$ cat src/rtl/prod_accumulator.sv
// prod_accumulator
//   Accumulates COUNT signed products from the registered multiplier into one
//   block sum. It then rounds half up, arithmetically shifts right by SHIFT and
//   saturates the result to OUT_W bits. Both sides use a valid/ready handshake.
// Ports
//   clk        in   system clock, rising edge
//   rst_n      in   asynchronous active-low reset
//   clear      in   synchronous abort of the current block
//   in_valid   in   in_data carries a product
//   in_ready   out  a product can be accepted this cycle
//   in_data    in   signed product [IN_W-1:0]
//   out_valid  out  out_data/out_sat hold a finished block result
//   out_ready  in   consumer takes the result this cycle
//   out_data   out  rounded, scaled, saturated block sum [OUT_W-1:0]
//   out_sat    out  out_data was clipped to an OUT_W limit
module prod_accumulator #(
  parameter int IN_W  = 19,
  parameter int ACC_W = 24,
  parameter int OUT_W = 16,
  parameter int COUNT = 8,
  parameter int SHIFT = 3
) (
  input  logic             clk,
  input  logic             rst_n,
  input  logic             clear,
  input  logic             in_valid,
  output logic             in_ready,
  input  logic [IN_W-1:0]  in_data,
  output logic             out_valid,
  input  logic             out_ready,
  output logic [OUT_W-1:0] out_data,
  output logic             out_sat
);

  localparam int CNT_W = $clog2(COUNT + 1);
  localparam int RND_I = (1 << SHIFT) >> 1;
  localparam logic signed [ACC_W:0] RND_V = (ACC_W+1)'(RND_I);
  localparam logic signed [ACC_W:0] MAX_V = (ACC_W+1)'((1 << (OUT_W-1)) - 1);
  localparam logic signed [ACC_W:0] MIN_V = ~MAX_V;

  typedef enum logic [1:0] {
    IDLE  = 2'd0,
    ACCUM = 2'd1,
    DONE  = 2'd2
  } state_t;

  state_t                  r_state;
  state_t                  w_state_nxt;
  logic [ACC_W-1:0]        r_acc;
  logic [ACC_W-1:0]        w_acc_nxt;
  logic [CNT_W-1:0]        r_cnt;
  logic [CNT_W-1:0]        w_cnt_nxt;
  logic [CNT_W-1:0]        w_cnt_inc;
  logic [ACC_W-1:0]        w_ext;
  logic                    w_accept;
  logic                    w_load;
  logic signed [ACC_W:0]   w_rnd;
  logic signed [ACC_W:0]   w_r;
  logic [OUT_W-1:0]        r_out_data;
  logic                    r_out_sat;
  logic [OUT_W-1:0]        w_res_data;
  logic                    w_res_sat;

  assign in_ready  = (r_state != DONE) | out_ready;
  assign out_valid = (r_state == DONE);
  assign out_data  = r_out_data;
  assign out_sat   = r_out_sat;

  assign w_accept  = in_valid & in_ready;
  assign w_ext     = {{(ACC_W-IN_W){in_data[IN_W-1]}}, in_data};
  assign w_cnt_inc = r_cnt + CNT_W'(1);

  always_comb begin
    w_state_nxt = r_state;
    w_acc_nxt   = r_acc;
    w_cnt_nxt   = r_cnt;
    w_load      = 1'b0;
    case (r_state)
      // In DONE an accept implies out_ready, so starting a new block there is
      // the same as starting one from IDLE.
      IDLE, DONE: begin
        if (w_accept) begin
          w_acc_nxt = w_ext;
          w_cnt_nxt = CNT_W'(1);
          if (COUNT == 1) begin
            w_state_nxt = DONE;
            w_load      = 1'b1;
          end else begin
            w_state_nxt = ACCUM;
          end
        end else if (r_state == DONE && out_ready) begin
          w_state_nxt = IDLE;
        end
      end
      ACCUM: begin
        if (w_accept) begin
          w_acc_nxt = r_acc + w_ext;
          w_cnt_nxt = w_cnt_inc;
          if (w_cnt_inc == CNT_W'(COUNT)) begin
            w_state_nxt = DONE;
            w_load      = 1'b1;
          end
        end
      end
      default: w_state_nxt = IDLE;
    endcase
  end

  // Result is formed from the post-accept sum, so it includes the final product.
  // One extra bit keeps the rounding add from wrapping.
  always_comb begin
    w_rnd = $signed({w_acc_nxt[ACC_W-1], w_acc_nxt}) + RND_V;
    w_r   = w_rnd >>> SHIFT;
    if (w_r > MAX_V) begin
      w_res_data = {1'b0, {(OUT_W-1){1'b1}}};
      w_res_sat  = 1'b1;
    end else if (w_r < MIN_V) begin
      w_res_data = {1'b1, {(OUT_W-1){1'b0}}};
      w_res_sat  = 1'b1;
    end else begin
      w_res_data = w_r[OUT_W-1:0];
      w_res_sat  = 1'b0;
    end
  end

  always_ff @(posedge clk or negedge rst_n) begin
    if (!rst_n) begin
      r_state    <= IDLE;
      r_acc      <= '0;
      r_cnt      <= '0;
      r_out_data <= '0;
      r_out_sat  <= 1'b0;
    end else if (clear) begin
      r_state <= IDLE;
      r_acc   <= '0;
      r_cnt   <= '0;
    end else begin
      r_state <= w_state_nxt;
      r_acc   <= w_acc_nxt;
      r_cnt   <= w_cnt_nxt;
      if (w_load) begin
        r_out_data <= w_res_data;
        r_out_sat  <= w_res_sat;
      end
    end
  end

endmodule

$ cat config.mk
export PLATFORM = sky130hd
export DESIGN_NAME = prod_accumulator
export DESIGN_NICKNAME = d
export VERILOG_FILES = /design/src/rtl/prod_accumulator.sv
export SDC_FILE = /design/constraint.sdc
export NUM_CORES = 1
export LEC_CHECK = 0
export ABC_AREA = 1
export CAP_MARGIN = 20
export CORE_MARGIN = 2
export CORE_UTILIZATION = 54
export DETAILED_ROUTE_END_ITERATION = 12
export PLACE_DENSITY = 0.77
export SETUP_SLACK_MARGIN = 0.1
export SYNTH_ARGS = -nofsm -noshare
export SYNTH_HDL_FRONTEND = slang
export SYNTH_SLANG_ARGS = --single-unit
$ cat constraint.sdc
create_clock -name clk -period 3 [get_ports clk]
set_input_delay 0.45 -clock clk [delete_from_list [all_inputs] [get_ports clk]]
set_output_delay 0.45 -clock clk [all_outputs]
set_load 0.005 [all_outputs]
==> run_results.csv <==
group,metric,value,unit
timing,max_freq,292,MHz
cells_and_area,n_antenna_cell,0,
cells_and_area,final_common_cell,"nand2_1",
yosys,yosysSeqAreaShare,24.1,%
global_routing,grt_max_degree,48,
route,totalWireLength,17500,um
cells_and_area,syn_to_final_growth,42.4,%
timing,finalHoldViolCount,0,
status,violations,"negative setup slack",
cells_and_area,seq_area,1180,um2
yosys,synth_compound_area_share,7.01,%
yosys,syn_avg_cell_area,5.84,um2
clocking,clk_pin_slew,100,ps
worst_setup_path,critPathKind,"register to register",
placement,dp_hpwl,12000,um
cells_and_area,multi_input_area,3590,um2
floorplanning,fp.dieH,99.0,um
cells_and_area,final_nets,1051,
flow_run,maxCapViolCount,0,
timing,period_share,114,%
worst_setup_path,r2r_slack,-420,ps
timing,timing.hold.ws,137,ps
power_and_ir_drop,cellPowerDensity,364,nW/um2
worst_setup_path,r2r_start,"r_acc[3]",
yosys,synthAdderAreaFrac,6.83,%
timing,fin_skew,5.90,ps
yosys,synthCells,834,
route,avgRoutedWirePerCell,15.7,um
yosys,yosysWarnings,0,
worst_setup_path,r2r_end,"out_data[12]",
route,drt_iter0_drc,363,
timing,finalSetupTns,-6380,ps
global_routing,grt_pass1_wl,26900,um
worst_setup_path,crit_path_end_kind,"register",
yosys,synth_mux_area_share,0,%
clocking,cts.sinks,47,
power_and_ir_drop,cellLeakagePower,3.75,nW
timing,worst_slew_pin_slew,621,ps
floorplanning,die_w,99.0,um
power_and_ir_drop,ir_worst_vdd,0.000290,V
global_routing,grt_usage,33.8,%
clocking,hold_buffers,0,
worst_setup_path,path_max_fanout,8,
yosys,yosys.area_share.xor_xnor,2.34,%
clocking,clock_latency,310,ps
clocking,cts_made_buffers,5,
timing,rsz0062_at_grt,"true",
cells_and_area,final_cell_mix,"nand2_1 (294), inv_1 (139), buf_4 (126), nor2_1 (63), nand3_1 (57)",
route,via_per_inst,5.38,
clocking,clockRootBuffer,"clkbuf_8",
timing,setup_viol,16,
clocking,cts_tree,"yes",
placement,gp_congestion,0.917,
floorplanning,die_area,9800,um2
yosys,synth_area,4870,um2
placement,numPortBuffers,42,
yosys,ys_ff_latch,47,
timing,setup_ws,-423,ps
worst_setup_path,cp_data_arrival_time,3680,ps
clocking,clockBufferDepth,2,
route,drcViolationCount,0,
floorplanning,core,8720,um2
hold_path,hp-class,"primary input to asynchronous set/reset pin",
timing,slew_headroom,58.6,%
floorplanning,start_util,55.9,%
yosys,yosysUniqueCellTypes,37,
global_routing,grt.overflow.total,0,
worst_setup_path,cp-start-kind,"register",
cells_and_area,drive_above_1_share,26.4,%
worst_setup_path,ff2ff_path_depth,24,
status,status,"finished, violations left",
floorplanning,num_rows,34,
route,ant_nets,0,
cells_and_area,fillers,625,
worst_setup_path,cp.required,3250,ps
yosys,synthSimpleGateAreaFrac,46.3,%
yosys,synth_top_family_by_area,"simple AND/OR/NAND/NOR gates",
floorplanning,ioPinCount,43,
clocking,htree_num_levels,2,
timing,slew_violations,0,
timing,finalCriticalPeriod,3420,ps
global_routing,antenna_found_initial,0,
route,dr.pass1.iters,5,
route,vias,5975,
global_routing,grt_pass1_vias,5737,
yosys,synthesis.nets,884,
[Yosys cell counts]
cell type  instances  share of area [%]
buf_6              5                1.2
xnor2_1            3               0.54
inv_1            140                 11
a21oi_1           28                2.9
dfrtp_1           47                 24
o21ai_1            3               0.31
a31oi_1            2               0.26
nand3_2            2               0.41
nand3_4            2               0.72
nand3_1           63                6.5
a22o_1             3               0.54
nand2_4            2               0.46
o2bb2ai_1          1               0.18
buf_2              3               0.31
a21oi_2            1               0.18
or2_2              5               0.64
o21bai_1           1               0.15
inv_8              1               0.23
nand3b_1           1               0.15
o21ai_0           11                1.1
inv_2              6               0.46
xor2_1            10                1.8
a32oi_1            1               0.18
nand4_1           14                1.8
nand2_1          329                 25
clkbuf_1           4               0.31
ha_1              25                6.4
fa_1               1               0.41
a31o_2             1               0.18
clkinv_1           2               0.15
o22ai_1            8                1.0
nor2_4             4               0.92
nand2_2            8                1.0
nor2_2            12                1.5
nor3_1             9               0.92
nor2_1            75                5.8
and2_1             1               0.13
[report_power, final]
group          switching [mW]  internal [mW]
combinational           0.802          0.600
clock                   0.242          0.168
sequential             0.0485          0.668
total                    1.09           1.44
[timing repair]
action / CTS / global route
hold endpoints to repair: 0 / 0
setup buffers: 9 / 10
pin swaps: 19 / 13
gates cloned: 2 / 0
resized for setup: 81 / 32
endpoints found under the setup margin: 17 / 17
[layer usage]
layer | routed length [um] | track usage, % | share of wire (%) | up-vias
met2 | 8470 | 60.0 | 49 | 264
met4 | 716 | 9.27 | 4.1 | 0
li1 | - | - | - | 2911
met1 | 7130 | 44.0 | 41 | 2734
met5 | 0 | 0 | 0 | -
met3 | 1140 | 3.19 | 6.5 | 66
[through the flow]
stage               util, %  worst slack, ps  power, mW  area, um2  std cells
CTS                    76.9             -198       2.40       6710       1099
global placement       71.0             -778       1.83       6190       1080
finish                 79.6             -423       2.53       6940       1110
detailed placement     71.0             -937       1.87       6190       1080
global route           79.6             -601       2.68       6940       1110
floorplan                 -            -98.9       1.40       4900        834
[worst max path at each step]
stage                           from            to  slack [ps]  cells past startpoint
final                       r_acc[3]  out_data[12]        -420                     24
after global routing        r_acc[0]  out_data[11]        -600                     25
after CTS                   r_acc[0]  out_data[12]        -200                     22
after detailed placement  in_data[0]  out_data[14]        -940                     26
after global placement    in_data[0]   out_data[4]        -780                     23
after floorplan           in_data[0]       out_sat        -100                     25
[state kept, by name, summed over array words and instances (netlist names)]
register	count
r_acc	24
out_data	16
r_cnt	4
r_state	2
out_sat	1
[critical path, cell delays in order, from the launching register on]
cell and delay (ps):
dfrtp_1 440, ha_4 320, nand2_1 60, nand2_1 90
inv_1 80, nand2_1 120, buf_4 150, nand2_1 50
nand3_1 180, nand2_2 120, nor2_4 150, nand3_2 110
nor2_2 130, nand2_1 150, nor2_4 170, nand2_1 90
a21oi_2 170, nand2_1 60, nor2_1 150, nand2_2 150
nand2_4 160, nand2_2 60, nand2_1 60, nand2_1 50
nand2_1 60
[area by class of cell]
type | instances | area share, %
flip-flops and latches | 47 | 16.9
clock inverters | 2 | 0.234
multi-input cells | 628 | 51.7
inverters | 149 | 8.17
repair buffers | 170 | 20.0
well taps | 108 | 1.95
clock buffers | 6 | 1.05
[cell families after synthesis]
family	count (synthesis)
XOR/XNOR	13
buffers and inverters	161
AO/OA/AOI/OAI	60
flip-flops	47
adder cells (fa/ha/maj)	26
AND/OR/NAND/NOR	527
Power figures use the tool's default switching activity.
